$ cat config.mk
export PLATFORM = sky130hd
export DESIGN_NAME = edge_trigger_core
export DESIGN_NICKNAME = d
export VERILOG_FILES = /design/src/rtl/edge_trigger_core_pkg.sv /design/src/rtl/edge_trigger_core.sv
export SDC_FILE = /design/constraint.sdc
export NUM_CORES = 1
export LEC_CHECK = 0
export CELL_PAD_IN_SITES_DETAIL_PLACEMENT = 0
export CELL_PAD_IN_SITES_GLOBAL_PLACEMENT = 1
export CORE_MARGIN = 5
export CORE_UTILIZATION = 42
export CTS_CLUSTER_SIZE = 12
export DETAILED_ROUTE_END_ITERATION = 8
export DONT_BUFFER_PORTS = 1
export PLACE_DENSITY_LB_ADDON = 0.1
export SYNTH_ARGS = -nofsm -noshare
export SYNTH_HDL_FRONTEND = slang
export SYNTH_SLANG_ARGS = --single-unit
$ cat constraint.sdc
create_clock -name ACLK -period 2.6 [get_ports ACLK]
set_input_delay 0.52 -clock ACLK [delete_from_list [all_inputs] [get_ports ACLK]]
set_output_delay 0.52 -clock ACLK [all_outputs]
set_load 0.05 [all_outputs]
$ cat src/rtl/edge_trigger_core_pkg.sv
`default_nettype none
// ============================================================================
// Module   : edge_trigger_core_pkg
// Brief    : Shared widths and state encoding for the per-clock edge trigger.
// Revision : 1.0 - initial release
// ============================================================================
package edge_trigger_core_pkg;

    localparam int SAMPLE_WIDTH         = 16;
    localparam int SAMPLE_NUM_PER_CLK   = 8;
    localparam int RFDC_TDATA_WIDTH     = 128;
    localparam int ADC_RESOLUTION_WIDTH = 12;
    localparam int ADC_PAD_WIDTH        = SAMPLE_WIDTH - ADC_RESOLUTION_WIDTH;

    typedef enum logic [0:0] {
        ST_IDLE   = 1'b0,
        ST_ACTIVE = 1'b1
    } trig_state_t;

endpackage

`default_nettype wire

$ cat src/rtl/edge_trigger_core.sv
`default_nettype none
// ============================================================================
// Module   : edge_trigger_core
// Brief    : Threshold trigger with pre/post window extension and ADC saturation flag.
// Revision : 1.0 - initial release
// ============================================================================
module edge_trigger_core
    import edge_trigger_core_pkg::*;
#(
    parameter int MAX_PRE_ACQUISITION_LENGTH  = 2,
    parameter int MAX_POST_ACQUISITION_LENGTH = 2
) (
    input  logic                                             ACLK,
    input  logic                                             ARESET,
    input  logic                                             SET_CONFIG,
    input  logic                                             STOP,
    input  logic [RFDC_TDATA_WIDTH-1:0]                      S_AXIS_TDATA,
    input  logic                                             S_AXIS_TVALID,
    input  logic [RFDC_TDATA_WIDTH-1:0]                      H_S_AXIS_TDATA,
    input  logic signed [SAMPLE_WIDTH-1:0]                   RISING_EDGE_THRSHOLD,
    input  logic signed [SAMPLE_WIDTH-1:0]                   FALLING_EDGE_THRESHOLD,
    input  logic [$clog2(MAX_PRE_ACQUISITION_LENGTH):0]      PRE_ACQUISITION_LENGTH,
    input  logic [$clog2(MAX_POST_ACQUISITION_LENGTH):0]     POST_ACQUISITION_LENGTH,
    input  logic signed [ADC_RESOLUTION_WIDTH-1:0]           MODE_SWITCH_UPPER_THRESOLD,
    input  logic signed [ADC_RESOLUTION_WIDTH-1:0]           MODE_SWITCH_LOWER_THRESOLD,
    output logic                                             TRIGGER,
    output logic                                             SATURATION_FLAG
);

    localparam int c_pre_w  = $clog2(MAX_PRE_ACQUISITION_LENGTH) + 1;
    localparam int c_post_w = $clog2(MAX_POST_ACQUISITION_LENGTH) + 1;
    localparam int c_cnt_w  = ((c_pre_w > c_post_w) ? c_pre_w : c_post_w) + 1;

    logic                            w_clear;
    logic [SAMPLE_NUM_PER_CLK-1:0]   w_ge_r;
    logic [SAMPLE_NUM_PER_CLK-1:0]   w_ge_f;
    logic [SAMPLE_NUM_PER_CLK-1:0]   w_sat;
    logic signed [SAMPLE_WIDTH-1:0]  w_sat_hi;
    logic signed [SAMPLE_WIDTH-1:0]  w_sat_lo;
    logic [c_cnt_w-1:0]              w_len;
    trig_state_t                     w_state_nxt;

    logic [SAMPLE_NUM_PER_CLK-1:0]   r_ge_r;
    logic [SAMPLE_NUM_PER_CLK-1:0]   r_ge_f;
    logic                            r_valid1;
    logic                            r_any_r;
    logic                            r_any_f;
    logic                            r_valid2;
    trig_state_t                     r_state;
    logic [c_cnt_w-1:0]              r_cnt;
    logic [2:0]                      r_sat_pipe;

    assign w_clear = ARESET | SET_CONFIG;
    assign w_len   = c_cnt_w'(PRE_ACQUISITION_LENGTH) + c_cnt_w'(POST_ACQUISITION_LENGTH);

    // Limits scaled to the full 16-bit raw word: the 4 pad LSBs never change the
    // outcome of adc>=U or adc<=L, so compare {adc,pad} against {U,0000}/{L,1111}.
    assign w_sat_hi = $signed({MODE_SWITCH_UPPER_THRESOLD, {ADC_PAD_WIDTH{1'b0}}});
    assign w_sat_lo = $signed({MODE_SWITCH_LOWER_THRESOLD, {ADC_PAD_WIDTH{1'b1}}});

    for (genvar gi = 0; gi < SAMPLE_NUM_PER_CLK; gi++) begin : g_sample
        logic signed [SAMPLE_WIDTH-1:0] w_smp;
        logic signed [SAMPLE_WIDTH-1:0] w_raw;

        assign w_smp      = $signed(S_AXIS_TDATA[gi*SAMPLE_WIDTH +: SAMPLE_WIDTH]);
        assign w_raw      = $signed(H_S_AXIS_TDATA[gi*SAMPLE_WIDTH +: SAMPLE_WIDTH]);
        assign w_ge_r[gi] = (w_smp >= RISING_EDGE_THRSHOLD);
        assign w_ge_f[gi] = (w_smp >= FALLING_EDGE_THRESHOLD);
        assign w_sat[gi]  = (w_raw >= w_sat_hi) || (w_raw <= w_sat_lo);
    end

    always_ff @(posedge ACLK) begin
        if (w_clear) begin
            r_ge_r     <= '0;
            r_ge_f     <= '0;
            r_valid1   <= 1'b0;
            r_any_r    <= 1'b0;
            r_any_f    <= 1'b0;
            r_valid2   <= 1'b0;
            r_sat_pipe <= '0;
        end else begin
            r_ge_r     <= w_ge_r;
            r_ge_f     <= w_ge_f;
            r_valid1   <= S_AXIS_TVALID;
            r_any_r    <= (|r_ge_r) & r_valid1;
            r_any_f    <= (|r_ge_f) & r_valid1;
            r_valid2   <= r_valid1;
            r_sat_pipe <= {r_sat_pipe[1:0], |w_sat};
        end
    end

    always_ff @(posedge ACLK) begin
        if (w_clear) begin
            r_state <= ST_IDLE;
        end else begin
            r_state <= w_state_nxt;
        end
    end

    always_comb begin
        w_state_nxt = r_state;
        case (r_state)
            ST_IDLE:   if (r_any_r && !STOP)        w_state_nxt = ST_ACTIVE;
            ST_ACTIVE: if (!r_any_f || !r_valid2)   w_state_nxt = ST_IDLE;
            default:                                w_state_nxt = ST_IDLE;
        endcase
    end

    // Reloading every active cycle lets a restart during the hold merge windows.
    always_ff @(posedge ACLK) begin
        if (w_clear) begin
            r_cnt <= '0;
        end else if (r_state == ST_ACTIVE) begin
            r_cnt <= w_len;
        end else if (r_cnt != '0) begin
            r_cnt <= r_cnt - c_cnt_w'(1);
        end
    end

    assign TRIGGER         = (r_state == ST_ACTIVE) || (r_cnt != '0);
    assign SATURATION_FLAG = r_sat_pipe[2];

endmodule

`default_nettype wire

# Word level (Yosys, flattened, before mapping)
# Cells that the tools add are included.
# totals
register_bits	27
input_bits	321
output_inout_bits	2
word_cells	71
# classes
add_sub_neg	2
magnitude_cmp	32
muxes	5
n_bitwise	4
n_reduce_logical	19
# ops
op	n
$ge A16 B16 Y1	24
$le A16 B16 Y1	8
$reduce_or A8 Y1	3
$logic_or A1 B1 Y1	10
$mux W3	2
$add A2 B2 Y3	1
$logic_not A1 Y1	3
$reduce_bool A3 Y1	1
$sub A3 B1 Y3 const B	1
$and A1 B1 Y1	2
$mux W1	2
$pmux W1 S2	1
$reduce_bool A2 Y1	1
$logic_and A1 B1 Y1	1
$not A1 Y1	1
$or A1 B1 Y1	1

# Longest topological paths before layout
# Gate-level depths: netlist of run 1.
# depth
depth_word	4
mapped_depth	10
mapped_depth_nobuf	10

# Worst setup path before layout of run 1
# Ideal clock, no wire load.
# synth_path
kind	input-to-reg
startpoint	input port MODE_SWITCH_UPPER_THRESOLD[5]
endpoint	register r_sat_pipe[0]
setup_ps	130
arrival_time_ps	2467
required_time_ps	2470
slack_ps	3
cell_stages	10
path_buffers	0
cell_sequence	inv_1 > ha_1 > a21oi_1 > a2bb2oi_1 > a21oi_1 > a2111oi_4 > mux2_1 > nor4_1 > and4_1 > a31oi_1
# synth_via
elab_chain_cells	3
word_cells_on_any_way	17
classes_between	order compare: 8; reduce/logical: 9
# synth_lines
item	line_no	rtl
start, declared	edge_trigger_core.sv:24	input logic signed [ADC_RESOLUTION_WIDTH-1:0] MODE_SWITCH_UPPER_THRESOLD,
$ge A16 B16 Y1	edge_trigger_core.sv:69	assign w_sat[gi] = (w_raw >= w_sat_hi) || (w_raw <= w_sat_lo);
$logic_or A1 B1 Y1	edge_trigger_core.sv:69	
$reduce_or A8 Y1 *	edge_trigger_core.sv:88	r_sat_pipe <= {r_sat_pipe[1:0], |w_sat};
end signal, assigned	edge_trigger_core.sv:88	
end, declared	edge_trigger_core.sv:51	logic [2:0] r_sat_pipe;
# Mark *: on every way between the ends. The rest lies on a longest branch, timed or not.
# A chain may end at the register's enable or synchronous reset.

# Final worst setup path of run 1
# Ends and elaborated chain as after synthesis.

==> impl_metrics.tcl, run 1 <==
set metrics [dict create \
    rows 58 \
    critPathCaptureType "register" \
    drive_gt1_share_pct 5.40 \
    timing.rr.end "r_cnt[1]" \
    grt.met2_usage_pct 49.6 \
    cts_setup_buffers 0 \
    synthArstFlopShare_pct 0 \
    wirelength_mm 38.2 \
    synth_edf_count 0 \
    cp-endpoint "r_sat_pipe[0]" \
    final_common_cell "ha_1" \
    io_buffers 0 \
    die_area_mm2 0.0292 \
    avgSynthCellArea_um2 8.49 \
    fin_skew_ns 0.00164 \
    start_util_pct 42.9 \
    final_area_mm2 0.0118 \
    synthFlopType "dfxtp_1" \
    cts-root-buf "clkbuf_16" \
    io_pins 323 \
    cts_tree "yes" \
    gp_congestion 0.922 \
    met3_usage_pct 6.65 \
    globalRoute.busiestLayer "met2" \
    track_usage_pct 25.0 \
    wire_per_inst_um 23.0 \
    required_ns 2.73 \
    hold_path.class "input port to register" \
    drt-pass1-iter-count 4 \
    slew_headroom_pct 60.1 \
    cp.arrival_ns 2.60 \
    r2r_slack_ns 1.05 \
    final_cell_mix "ha_1 (451), a21oi_1 (106), a21o_1 (87)" \
    grt_max_degree 22 \
    antenna_found_initial 1 \
    drc 0 \
    cts.path.max_buffers 2 \
    clk_pin_slew_ns 0.07 \
    clk_latency_ns 0.26 \
    grtUsageMet1_pct 24.8 \
    synth.yosys.seq_area_share_pct 4.98 \
    leakage_nw 6.12 \
    drt_iter0_drc 330 \
    crit_type "input port to register" \
    tightest_slew_ns 0.590 \
    worst-r2r-cell-count 6 \
    rr_startpoint "r_cnt[0]" \
    grt_pass1_vias 10404 \
    final_antenna_net_count 0 \
    die_w_um 171 \
    nFillCells 2574 \
    crit_start "MODE_SWITCH_UPPER_THRESOLD[5]" \
    finalHoldViolations 0 \
    grt_first_pass_wirelength_mm 55.9 \
    cts.sinks 27 \
    cp_max_fo 2 \
    core_mm2 0.0253 \
    cts_buffers 3 \
    dieHeight_um 171 \
    seq_area_um2 541 \
    synth_top_area_share_pct 52.0 \
    setup_violations 0 \
    yosysTopAreaCell "ha_1" \
    period_share_pct 95.1 \
    synthesis.area_mm2 0.0109 \
    synth_cell_types 58 \
    ys_warn_count 0 \
    layout_min_cycle_time_ns 2.47 \
    synthToLayoutAreaGrowth_pct 8.81 \
    multi_input_area_mm2 0.0100 \
    synthTopCellsByArea "ha_1 (52%), a21o_1 (6.0%), a21oi_1 (5.0%)" \
    vias 9972 \
    rsz0062_at_grt "false" \
    overflow 0 \
    crit_path_start_kind "input port" \
    power_density_mw_per_mm2 216 \
    ctsHoldBuffers 0 \
    fin_total_pwr_w 0.00255 \
    htree_levels 1 \
    syn-num-nets 2052 \
    final_nets 2108 \
    max_cap_viol_count 0 \
    status "finished, final reports clean" \
    dpl.hpwl_mm 34.5 \
    ir_drop_uv 295 \
    place_area_mm2 0.0117 \
    ys_ff_latch 27 \
    fmax_ghz 0.404 \
    viasPerCell 5.99 \
    synthCells 1279 \
    maxSlewViolCount 0 \
]
## what timing repair did
item / in CTS / in global routing
gates resized for setup: 1 / 10
pin swaps: 0 / 2
gates cloned: 0 / 0
hold endpoints to repair: 0 / 0
setup endpoints to repair: 1 / 1
## power breakdown
group	switching, W	internal (W)	total [W]	leakage (nW)
sequential	0.00000925	0.000436	0.000445	0.222
combinational	0.000948	0.000800	0.00175	5.86
clock	0.000146	0.000210	0.000356	0.0382
## metal layers
metal / routed length (um) / part of all wire (%)
met1: 13600 / 36
met2: 20300 / 53
met3: 2840 / 7.4
met4: 1510 / 4.0
met5: 0 / 0
## cell type report
class | instances | area share [%]
repair buffers | 55 | 3.71
multi-input cells | 1167 | 85.0
well taps | 330 | 3.50
flip-flops and latches | 27 | 4.58
clock buffers | 4 | 0.668
inverters | 81 | 2.57
diodes | 1 | 0.0212
## stage by stage
step | hold WS [ns] | utilization, % | worst slack [ns] | cells | TNS (ns)
3_5_place_dp | 0.455 | 46.1 | -0.284 | 1660 | -0.284
3_3_place_gp | 0.451 | 46.1 | -0.336 | 1660 | -0.336
2_1_floorplan | 0.406 | - | 0.00335 | 1279 | 0
6_report | 0.380 | 46.6 | 0.128 | 1665 | 0
5_1_grt | 0.383 | 46.6 | 0.00268 | 1665 | 0
4_1_cts | 0.380 | 46.5 | 0.0339 | 1664 | 0
## kinds of logic after synthesis
family,share of synthesized area (%)
xor gates and xnor gates,0.242
muxes,0.945
AOI/OAI and AO/OA,20.9
and+or+nand+nor,17.7
buffers and inverters,3.01
adders and majority gates,52.2
DFF,4.98
## critical path, stage by stage
cell and delay (ns):
inv_1 0.05, ha_1 0.30, a21oi_2 0.15, a2bb2oi_2 0.20, a21oi_2 0.10, a2111oi_4 0.35, mux2_4 0.34, nor4_4 0.25
and4_1 0.24, a31oi_1 0.09
## synthesized netlist by cell type, types with 2 or more instances
| cell | n |
|---|---|
| and4_1 | 6 |
| mux2i_1 | 8 |
| nor3b_1 | 2 |
| a21o_1 | 87 |
| a2111oi_0 | 5 |
| a31oi_1 | 17 |
| o21ai_1 | 35 |
| and2_1 | 3 |
| nand3_1 | 11 |
| inv_1 | 81 |
| xnor2_1 | 3 |
| a21oi_1 | 108 |
| and3_1 | 3 |
| nand4b_1 | 3 |
| and4b_1 | 5 |
| a211oi_1 | 12 |
| dfxtp_1 | 27 |
| nor3_1 | 35 |
| ha_1 | 451 |
| nand4_1 | 75 |
| o21ai_0 | 52 |
| nor4_1 | 16 |
| o31ai_1 | 2 |
| nand2_1 | 33 |
| nor2_1 | 55 |
| or4b_1 | 2 |
| a211o_1 | 2 |
| nor4b_1 | 6 |
| nand2b_1 | 22 |
| a221oi_1 | 2 |
| clkbuf_1 | 3 |
| o2bb2ai_1 | 13 |
| o21a_1 | 10 |
| nor2b_1 | 58 |
| o211ai_1 | 3 |
## how the worst min path moves through the flow
stage,endpoint,start,slack (ns),depth (start not counted)
4_1_cts,r_valid1,S_AXIS_TVALID,0.38,1
3_3_place_gp,r_sat_pipe[1],r_sat_pipe[0],0.45,1
3_5_place_dp,r_sat_pipe[1],r_sat_pipe[0],0.45,1
2_1_floorplan,r_sat_pipe[1],r_sat_pipe[0],0.41,1
5_1_grt,r_valid1,S_AXIS_TVALID,0.38,1
6_report,r_valid1,S_AXIS_TVALID,0.38,1
## sequential cells by signal, summed over array words and instances, names as in the netlist
name and flops:
r_any_f 1, r_any_r 1, r_cnt 3, r_ge_f 8, r_ge_r 8, r_sat_pipe 3, r_state 1, r_valid1 1
r_valid2 1
Power figures use the tool's default switching activity.
==> inputs of run 2 (changes only) <==
--- a/config.mk
+++ b/config.mk
@@ -5,6 +5,7 @@
 export SDC_FILE = /design/constraint.sdc
 export NUM_CORES = 1
 export LEC_CHECK = 0
+export ABC_CLOCK_PERIOD_IN_PS = 2600
 export CELL_PAD_IN_SITES_DETAIL_PLACEMENT = 0
 export CELL_PAD_IN_SITES_GLOBAL_PLACEMENT = 1
 export CORE_MARGIN = 5
==> results of run 2 <==
No change in the layout: final DEF, timing and power equal those of run 1.
==> inputs of run 3 (changes only) <==
--- a/config.mk
+++ b/config.mk
@@ -5,11 +5,12 @@
 export SDC_FILE = /design/constraint.sdc
 export NUM_CORES = 1
 export LEC_CHECK = 0
-export ABC_CLOCK_PERIOD_IN_PS = 2600
+export ABC_CLOCK_PERIOD_IN_PS = 2800
 export CELL_PAD_IN_SITES_DETAIL_PLACEMENT = 0
 export CELL_PAD_IN_SITES_GLOBAL_PLACEMENT = 1
 export CORE_MARGIN = 5
 export CORE_UTILIZATION = 42
+export CTS_CLUSTER_DIAMETER = 100
 export CTS_CLUSTER_SIZE = 12
 export DETAILED_ROUTE_END_ITERATION = 8
 export DONT_BUFFER_PORTS = 1
==> constraint.sdc (replaced) <==
create_clock -name ACLK -period 2.8 [get_ports ACLK]
set_input_delay 0.56 -clock ACLK [delete_from_list [all_inputs] [get_ports ACLK]]
set_output_delay 0.56 -clock ACLK [all_outputs]
set_load 0.05 [all_outputs]
==> impl_metrics.tcl, run 3 (same netlist as run 1, synthesis figures left out) <==
set metrics [dict create \
    status "finished, final reports clean" \
    wire_per_inst_um 22.8 \
    cts_tree "yes" \
    clk_latency_ns 0.27 \
    viasPerCell 5.88 \
    start_util_pct 42.9 \
    track_usage_pct 24.8 \
    fin_skew_ns 0.00648 \
    finalHoldViolations 0 \
    setup_violations 0 \
    drt_iter0_drc 333 \
    fin_total_pwr_w 0.00234 \
    ctsHoldBuffers 0 \
    wirelength_mm 37.8 \
    dp.cells 1651 \
    rsz0062_at_grt "false" \
    core_mm2 0.0253 \
    worstPathCellList "inv_1, ha_1, a21oi_1, a2bb2oi_1, a21oi_1, a2111oi_4, mux2_1, nor4_1, and4_1, a31oi_1" \
    fin_ws_ns 0.288 \
    cp_max_fo 2 \
    synthToLayoutAreaGrowth_pct 7.56 \
    cp.arrival_ns 2.65 \
    crit_type "input port to register" \
    cts.path.max_buffers 2 \
    grt_pass1_vias 10258 \
    max_stage_delay_ns 0.35 \
    critPathCaptureType "register" \
    leakage_nw 6.06 \
    final_cell_mix "ha_1 (451), a21oi_1 (108), a21o_1 (87)" \
    cpMostUsedCell "a21oi_1" \
    ir_drop_uv 250 \
    crit_start "MODE_SWITCH_UPPER_THRESOLD[5]" \
    die_w_um 171 \
    overflow 0 \
    cts_buffers 3 \
    hold_depth 1 \
    worstHoldStart "S_AXIS_TVALID" \
    worst-r2r-cell-count 6 \
    antenna_found_initial 1 \
    dieHeight_um 171 \
    period_share_pct 89.7 \
    max_cap_viol_count 0 \
    dpl.hpwl_mm 34.2 \
    fin_cells 1656 \
    final_nets 2099 \
    drive_gt1_share_pct 4.30 \
    place_ws_ns 0.00430 \
    htree_levels 1 \
    top_regs "r_ge_f x8, r_ge_r x8" \
    clk_pin_slew_ns 0.07 \
    io_pins 323 \
    rr_startpoint "r_cnt[0]" \
    cts.sinks 27 \
    grt_max_degree 22 \
    final_antenna_net_count 0 \
    cp-endpoint "r_sat_pipe[0]" \
    fmax_ghz 0.398 \
    hold_path.class "input port to register" \
    die_area_mm2 0.0292 \
    io_buffers 0 \
    r2r_slack_ns 1.25 \
    grt_first_pass_wirelength_mm 55.6 \
    slew_headroom_pct 59.1 \
    drt-pass1-iter-count 5 \
    required_ns 2.94 \
    timing.rr.end "r_cnt[1]" \
    cts.repair.resized 0 \
    rows 58 \
    cts_setup_buffers 0 \
    tns_ns 0 \
    cts-root-buf "clkbuf_16" \
    layout_min_cycle_time_ns 2.51 \
    vias 9742 \
    drc 0 \
    power_density_mw_per_mm2 201 \
    maxSlewViolCount 0 \
    slowest_stage "a2111oi_4" \
    final_common_cell "ha_1" \
    crit_path_start_kind "input port" \
    gp_congestion 0.885 \
    tightest_slew_ns 0.613 \
]
[run 3: worst min path at each step]
| stage | slack, ns | endpoint |
|---|---|---|
| 2_1_floorplan | 0.41 | r_sat_pipe[1] |
| 3_3_place_gp | 0.45 | r_sat_pipe[1] |
| 3_5_place_dp | 0.46 | r_sat_pipe[1] |
| 4_1_cts | 0.40 | r_valid1 |
| 5_1_grt | 0.41 | r_valid1 |
| 6_report | 0.40 | r_valid1 |
[run 3: layer usage]
metal	global-route usage (%)	up-vias	part of all wire, %
li1	-	5080	-
met1	24.9	4394	36
met2	49.0	222	53
met3	7.60	46	8.1
met4	6.46	0	3.0
met5	0	-	0
[run 3: metrics by stage]
stage	hold WS, ns	utilization, %	cell area (um^2)
after floorplan	0.406	-	10900
after global placement	0.450	45.8	11600
after detailed placement	0.464	45.8	11600
after CTS	0.402	46.1	11700
after global routing	0.414	46.1	11700
final	0.403	46.1	11700
[run 3: layout make-up]
type | instances | area, um^2
Antenna cell | 1 | 2.50
Clock buffer | 3 | 75.1
Clock inverter | 1 | 7.51
Fill cell | 2587 | 13700
Inverter | 81 | 304
Multi-Input combinational cell | 1167 | 9990
Sequential cell | 27 | 541
Tap cell | 330 | 413
Timing Repair Buffer | 46 | 345
[run 3: power breakdown]
| group | total, W | switching (W) | internal, W |
|---|---|---|---|
| combinational | 0.00158 | 0.000860 | 0.000719 |
| sequential | 0.000413 | 0.00000866 | 0.000405 |
| clock | 0.000349 | 0.000154 | 0.000195 |
[run 3: critical path, delay by kind of cell]
family / cells / cell delay [ns]
buffers and inverters: 1 / 0.04
multiplexers: 1 / 0.35
AND/OR/NAND/NOR: 2 / 0.50
AO/OA/AOI/OAI: 5 / 0.92
adder cells (fa/ha/maj): 1 / 0.29
